--- src/rtl/bcd_serial_adder.sv ---
// Digit-serial BCD adder/subtractor: one decimal digit per clock, least significant first.
// Subtraction is A + (nines' complement of B) + 1, giving ten's-complement results.
module bcd_serial_adder #(
    parameter int NDIGITS = 4
) (
    input  logic                 Clock,
    input  logic                 Reset,
    input  logic                 Start,
    input  logic                 Sub,
    input  logic                 Cin,
    input  logic [4*NDIGITS-1:0] A,
    input  logic [4*NDIGITS-1:0] B,
    output logic                 Busy,
    output logic                 Done,
    output logic [4*NDIGITS-1:0] Result,
    output logic                 Cout,
    output logic                 Error
);

    localparam int W  = 4 * NDIGITS;
    localparam int CW = $clog2(NDIGITS) + 1;

    typedef enum logic [1:0] {IDLE, RUN, DONE} state_e;

    state_e          state_q, state_d;
    logic [W-1:0]    a_q, a_d, b_q, b_d;
    logic [W-1:0]    work_q, work_d, result_q, result_d;
    logic            sub_q, sub_d, carry_q, carry_d;
    logic            cout_q, cout_d, error_q, error_d;
    logic [CW-1:0]   cnt_q, cnt_d;

    logic            bad_digit, last_digit, carry_out;
    logic [3:0]      b_eff, digit;
    logic [4:0]      digit_sum;

    always_comb begin
        bad_digit = 1'b0;
        for (int i = 0; i < NDIGITS; i++) begin
            if (A[4*i +: 4] > 4'd9 || B[4*i +: 4] > 4'd9) bad_digit = 1'b1;
        end
    end

    assign last_digit = (cnt_q == CW'(NDIGITS - 1));

    // Operands shift right each RUN cycle, so the current digit is always in bits [3:0].
    always_comb begin
        b_eff     = sub_q ? (4'd9 - b_q[3:0]) : b_q[3:0];
        digit_sum = 5'(a_q[3:0]) + 5'(b_eff) + 5'(carry_q);
        if (digit_sum > 5'd9) begin
            digit     = digit_sum[3:0] + 4'd6;
            carry_out = 1'b1;
        end else begin
            digit     = digit_sum[3:0];
            carry_out = 1'b0;
        end
    end

    always_ff @(posedge Clock or posedge Reset) begin
        if (Reset) state_q <= IDLE;
        else       state_q <= state_d;
    end

    always_comb begin
        state_d = state_q;
        unique case (state_q)
            IDLE: if (Start) state_d = bad_digit ? DONE : RUN;
            RUN:  if (last_digit) state_d = DONE;
            DONE: state_d = IDLE;
            default: state_d = IDLE;
        endcase
    end

    always_comb begin
        Busy = (state_q == RUN);
        Done = (state_q == DONE);
    end

    always_comb begin
        // NOTE: every next-state signal takes its hold value first so no path leaves it unassigned (no latches).
        a_d      = a_q;
        b_d      = b_q;
        sub_d    = sub_q;
        carry_d  = carry_q;
        cnt_d    = cnt_q;
        work_d   = work_q;
        result_d = result_q;
        cout_d   = cout_q;
        error_d  = error_q;
        unique case (state_q)
            IDLE: begin
                if (Start) begin
                    a_d     = A;
                    b_d     = B;
                    sub_d   = Sub;
                    carry_d = Sub ? 1'b1 : Cin;
                    cnt_d   = '0;
                    work_d  = '0;
                    if (bad_digit) begin
                        result_d = '0;
                        cout_d   = 1'b0;
                        error_d  = 1'b1;
                    end
                end
            end
            RUN: begin
                a_d     = a_q >> 4;
                b_d     = b_q >> 4;
                carry_d = carry_out;
                work_d  = (work_q >> 4) | (W'(digit) << (W - 4));
                if (last_digit) begin
                    result_d = work_d;
                    cout_d   = carry_out;
                    error_d  = 1'b0;
                end else begin
                    cnt_d = cnt_q + CW'(1);
                end
            end
            default: ;
        endcase
    end

    // NOTE: sequential state uses non-blocking assignments so all registers update from pre-edge values.
    always_ff @(posedge Clock or posedge Reset) begin
        if (Reset) begin
            a_q      <= '0;
            b_q      <= '0;
            sub_q    <= 1'b0;
            carry_q  <= 1'b0;
            cnt_q    <= '0;
            work_q   <= '0;
            result_q <= '0;
            cout_q   <= 1'b0;
            error_q  <= 1'b0;
        end else begin
            a_q      <= a_d;
            b_q      <= b_d;
            sub_q    <= sub_d;
            carry_q  <= carry_d;
            cnt_q    <= cnt_d;
            work_q   <= work_d;
            result_q <= result_d;
            cout_q   <= cout_d;
            error_q  <= error_d;
        end
    end

    assign Result = result_q;
    assign Cout   = cout_q;
    assign Error  = error_q;

endmodule

--- config.mk ---
export PLATFORM = sky130hd
export DESIGN_NAME = bcd_serial_adder
export DESIGN_NICKNAME = d
export VERILOG_FILES = /design/src/rtl/bcd_serial_adder.sv
export SDC_FILE = /design/constraint.sdc
export NUM_CORES = 1
export LEC_CHECK = 0
export CORE_MARGIN = 5
export CORE_UTILIZATION = 30
export DETAILED_ROUTE_END_ITERATION = 10
export DONT_BUFFER_PORTS = 1
export RECOVER_POWER = 50
export SLEW_MARGIN = 5
export SYNTH_ARGS = -nofsm -noshare
export SYNTH_HDL_FRONTEND = slang
export SYNTH_SLANG_ARGS = --single-unit
--- constraint.sdc ---
create_clock -name Clock -period 5.6 [get_ports Clock]
set_input_delay 1.12 -clock Clock [delete_from_list [all_inputs] [get_ports Clock]]
set_output_delay 1.12 -clock Clock [all_outputs]
set_load 0.02 [all_outputs]
==> results.yml, run 1 <==
worst_hold_path:
  holdPathStages: 2
  hold_class: "flop to flop"
synthesis:
  synth_compound_area_frac: 0.129
  synth-xor-area-share: 0.00805
  yosysWarnings: 0
  synthFlopType: "dfrtp_1"
  async_flop_share: 1.00
  syn-cell-area_sq_um: 3270
  synthSimpleGateAreaFrac: 0.119
  synthCells: 310
  synth_top_family_by_area: "compound AO/OA/AOI/OAI gates"
  synth-seq-cells: 69
  mappedNetlistNets: 356
  synth_fa_ha_area_frac: 0.0391
  synth.yosys.seq_area_share: 0.529
  syn_area_per_cell_sq_um: 10.5
  synth_mux_area_frac: 0.127
  ys_types: 44
  synth_edf_count: 0
critical_path:
  crit_path_end_kind: "flop"
  cp_max_fo: 46
  cp_data_required_time_ns: 5.80
  ff2ff_path_depth: 11
  arrival_ns: 3.01
  cp-start-kind: "input port"
  r2r_setup_slack_ns: 2.91
  crit_type: "input port to flop"
sta:
  report.final.slew_viol_count: 25
  fmax_mhz: 357
  setup_tns_ns: 0
  hold_slack_ns: 0.481
  relSlewSlack: -0.00919
  worst_pin_slew_ns: 1.51
  hold_viol_final: 0
  fin_ws_ns: 2.80
  skew_ns: 0.00915
  min_period_ns: 2.80
  period_share: 0.501
  finalSetupViolCount: 0
  rsz0062_at_grt: "false"
cts:
  cts-resized-gates: 0
  cts-buffers-inserted: 9
  cts_max_level: 3
  cts-root-buf: "clkbuf_8"
  clockBufferDepth: 2
  clock_latency_ns: 0.34
  cts_tree: "built"
  path_clk_slew_ns: 0.07
  cts_hold_buffers: 0
  post-cts-setup-buffers: 0
  cts.sinks: 69
drt:
  via_per_inst: 4.79
  drt-met1-wl_um: 3220
  wl_per_cell_um: 15.8
  wl_met3_um: 641
  antenna_left: 0
  top_layer_used: "met4"
  drcViolationCount: 0
  met2_length_um: 3250
  vias: 2186
  routed_wl_um: 7190
  dr.first_iter.drc_count: 104
  drt_pass1_iterations: 4
placement:
  post-place-ws_ns: 2.61
  hpwl_um: 5180
  globalplace.congestion: 0.785
  io_buffers: 0
  place_area_sq_um: 3400
final_layout:
  final_area_sq_um: 3620
  n_antenna_cell: 0
  drive_above_1_share: 0.104
  area_growth_syn_to_layout_pct: 10.7
  nNetsFinal: 357
  n_fill_cell: 1136
power:
  peakVddDrop_mv: 0.150
  clkPwrFrac: 0.340
  internal_power_uw: 929
  p_switching_uw: 409
  seq_power_share: 0.429
  p_comb_frac: 0.231
  power.leakage_uw: 0.00176
  netSwitchingFraction: 0.306
  power.density_nw_per_um2: 370
global_routing:
  grt_pass1_vias: 2289
  track_usage: 0.115
  antenna_found_initial: 0
  grt_pass1_wl_um: 11800
  overflow: 0
  grt_max_degree: 70
floorplanning:
  die-area_sq_um: 13100
  core_area_sq_um: 10700
  die_height_um: 114
  die_w_um: 114
  start_util: 0.304
  fp-row-count: 38
  ioPinCount: 57
outcome:
  status: "finished with violations"
  failed_checks: "max-capacitance violations, max-slew violations"
run:
  max-cap-violations: 1
-- power by group through the flow --
stage	Clock [uW]	Sequential [uW]	Combinational [uW]
after floorplan	0	575	251
after global placement	0	582	295
after detailed placement	0	584	307
after CTS	467	574	310
after global routing	483	580	346
final	455	574	310
-- stage by stage --
step           std cells  total power, uW  utilization
2_1_floorplan        310              825            -
3_3_place_gp         440              877        0.317
3_5_place_dp         440              891        0.317
4_1_cts              456             1350        0.338
5_1_grt              456             1410        0.337
6_report             456             1340        0.337
-- flip-flops by register name, indices dropped and copies added (netlist names) --
name,flops
Error,1
state_q,2
b_q,16
work_q,12
a_q,16
carry_q,1
sub_q,1
Result,16
cnt_q,3
Cout,1
-- cell usage in the layout, fill, tap and decap left out, types with 2 or more instances in the layout --
master / instances
clkbuf_8: 10
nand2_1: 64
xnor2_1: 2
ha_1: 7
fa_1: 2
and3_1: 2
o31ai_1: 3
nor2_1: 7
nand3_1: 3
a22o_1: 9
clkinv_2: 2
a21o_1: 4
a21oi_1: 2
o21ai_0: 30
mux2_2: 3
o21ai_1: 8
mux2i_1: 38
buf_4: 3
inv_1: 22
dfrtp_1: 69
bufinv_16: 2
-- cell usage after synthesis, types with 2 or more instances --
library cell,instances,share of area
nand3_1,3,0.0046
ha_1,7,0.027
clkbuf_1,6,0.0069
nor2_1,7,0.0080
o21ai_0,30,0.046
buf_6,2,0.0069
a22o_1,9,0.024
o21ai_1,8,0.012
mux2i_1,38,0.12
xnor2_1,2,0.0054
a21oi_1,2,0.0031
and3_1,2,0.0038
dfrtp_1,69,0.53
buf_2,3,0.0046
fa_1,2,0.012
inv_1,22,0.025
mux2_2,3,0.010
nand2_1,64,0.074
a21o_1,4,0.0092
o31ai_1,3,0.0069
-- cell type report --
type / instances / area, sq um / area share
Timing Repair Buffer: 3 / 22.5 / 0.00623
Inverter: 23 / 88.8 / 0.0246
Sequential cell: 69 / 1730 / 0.478
Multi-Input combinational cell: 205 / 1380 / 0.381
Clock buffer: 10 / 138 / 0.0381
Clock inverter: 6 / 86.3 / 0.0239
Tap cell: 140 / 175 / 0.0484
-- final timing paths --
kind	start	endpoint
worst max-delay path	Start	a_q[7]
worst min-delay path	a_q[4]	a_q[4]
worst max register to register	sub_q	Result[14]
worst min register to register	a_q[4]	a_q[4]
max in group asynchronous	Reset	a_q[12]
min in group asynchronous	Reset	a_q[13]
-- worst max-delay path: stages --
cell	delay, ns
o21bai_1	1.13
buf_4	0.57
o21ai_0	0.16
-- layer usage --
metal,vias to the layer above,GRT usage
li1,1060,-
met5,-,0
met2,55,0.181
met1,1062,0.144
met4,0,0.0309
met3,9,0.0523
-- cell families (layout without fill, tap and decap cells) --
kind of cell,after synthesis,after routing
XOR/XNOR,3,3
AO/OA/AOI/OAI,65,65
AND/OR/NAND/NOR,87,87
adder cells (fa/ha/maj),9,9
flip-flops,69,69
buffers and inverters,36,42
multiplexers,41,41
Note: power is estimated with default switching activity, not from simulation.
==> run 2, diff against run 1 <==
- clock period: 5.6 -> 2.3 ns (I/O delays scaled with it)
==> results.yml, run 2 (synthesis results as in run 1) <==
sta:
  relSlewSlack: -0.156
  period_share: 1.06
  hold_slack_ns: 0.239
  report.final.slew_viol_count: 70
  fmax_mhz: 410
  fin_ws_ns: -0.142
  min_period_ns: 2.44
  worst_pin_slew_ns: 1.73
  skew_ns: 0.0104
  rsz0062_at_grt: "true"
  finalSetupViolCount: 8
  hold_viol_final: 0
floorplanning:
  core_area_sq_um: 10700
  die-area_sq_um: 13100
  start_util: 0.304
  ioPinCount: 57
  die_w_um: 114
  fp-row-count: 38
  die_height_um: 114
final_layout:
  nNetsFinal: 370
  n_antenna_cell: 0
  layout_commonest_cell: "dfrtp_1"
  layout_common_cells: "dfrtp_1 (69), nand2_1 (64), mux2i_1 (37), o21ai_0 (26), inv_1 (20)"
  drive_above_1_share: 0.182
  area_growth_syn_to_layout_pct: 14.8
critical_path:
  cp_cell_sequence: "xnor2_2 > fa_2 > inv_2 > fa_2 > xor2_1 > inv_1 > ha_2 > a22oi_2 > and3_4 > o21ai_1 > a32o_2"
  crit_type: "flop to flop"
  critPathTopFamily: "adder cells"
  r2r-start: "sub_q"
  cpMostUsedCell: "fa_2"
  r2r_setup_slack_ns: -0.14
  cp_data_required_time_ns: 2.54
  ff2ff_path_depth: 11
  cpPeakStageDelay_ns: 0.41
  slowest_stage: "dfrtp_1"
  crit_buf_inv: 2
  cp-start-kind: "flop"
  r2r_end: "Result[14]"
  cp_max_fo: 3
  arrival_ns: 2.68
  crit_path_end_kind: "flop"
cts:
  cts_tree: "built"
  cts_max_level: 3
  clockBufferDepth: 2
  cts.sinks: 69
  path_clk_slew_ns: 0.08
  cts-root-buf: "clkbuf_8"
  cts_hold_buffers: 0
  cts-buffers-inserted: 9
  clock_latency_ns: 0.35
drt:
  via_per_inst: 4.67
  drt_pass1_iterations: 4
  antenna_left: 0
  dr.first_iter.drc_count: 70
  routed_wl_um: 7140
  wl_per_cell_um: 15.2
  drcViolationCount: 0
  vias: 2190
placement:
  post-place-ws_ns: -0.230
  globalplace.congestion: 0.870
  io_buffers: 0
  hpwl_um: 5080
global_routing:
  grt_pass1_vias: 2376
  overflow: 0
  grt_pass1_wl_um: 12000
  antenna_found_initial: 0
  grt_max_degree: 70
  track_usage: 0.118
power:
  peakVddDrop_mv: 0.408
  power.total_uw: 3350
  power.leakage_uw: 0.00182
  power.density_nw_per_um2: 894
outcome:
  failed_checks: "max-capacitance violations, max-slew violations, negative setup slack"
  status: "finished with violations"
run:
  max-cap-violations: 1
worst_hold_path:
  min_from: "B[15]"
  worstHoldEndpoint: "b_q[15]"
  hold_class: "input port to flop"
  holdPathStages: 1
## run 2: power by group
group	internal, uW	switching, uW
Combinational	512	549
Sequential	1320	69.0
Clock	416	481
## run 2: per-layer routing
layer	global-route usage	share of wire	vias up
met5	0	0	-
met2	0.172	0.42	63
met3	0.0618	0.11	12
met1	0.147	0.45	1029
li1	-	-	1086
met4	0.0475	0.017	0
## run 2: repair_timing
action | in CTS | in global routing
setup endpoints to repair | 8 | 8
resized for setup | 1 | 11
buffers inserted | 1 | 2
pin swaps | 5 | 3
## run 2: layout make-up
cell class / instances / area (sq um)
timing repair buffer: 16 / 134
multi-input combinational: 205 / 1450
clock inverter: 6 / 38.8
inverter: 23 / 88.8
fill: 1123 / 7000
sequential: 69 / 1730
clock buffer: 10 / 138
tap: 140 / 175
## run 2: worst max path at each step
stage | from | end | slack (ns) | depth (start not counted)
global placement | b_q[0] | Result[14] | -0.12 | 11
finish | sub_q | Result[14] | -0.14 | 11
global route | sub_q | Result[14] | -0.27 | 11
CTS | sub_q | Result[13] | -0.15 | 11
floorplan | sub_q | Result[14] | -0.10 | 11
detailed placement | b_q[0] | Result[13] | -0.23 | 11
## run 2: through the flow
step	util	instances	cell area (sq um)	TNS, ns
floorplan	-	310	3290	-0.229
global placement	0.328	450	3530	-0.429
detailed placement	0.328	450	3530	-0.958
CTS	0.345	467	3710	-0.632
global route	0.349	469	3750	-1.72
finish	0.349	469	3750	-0.708
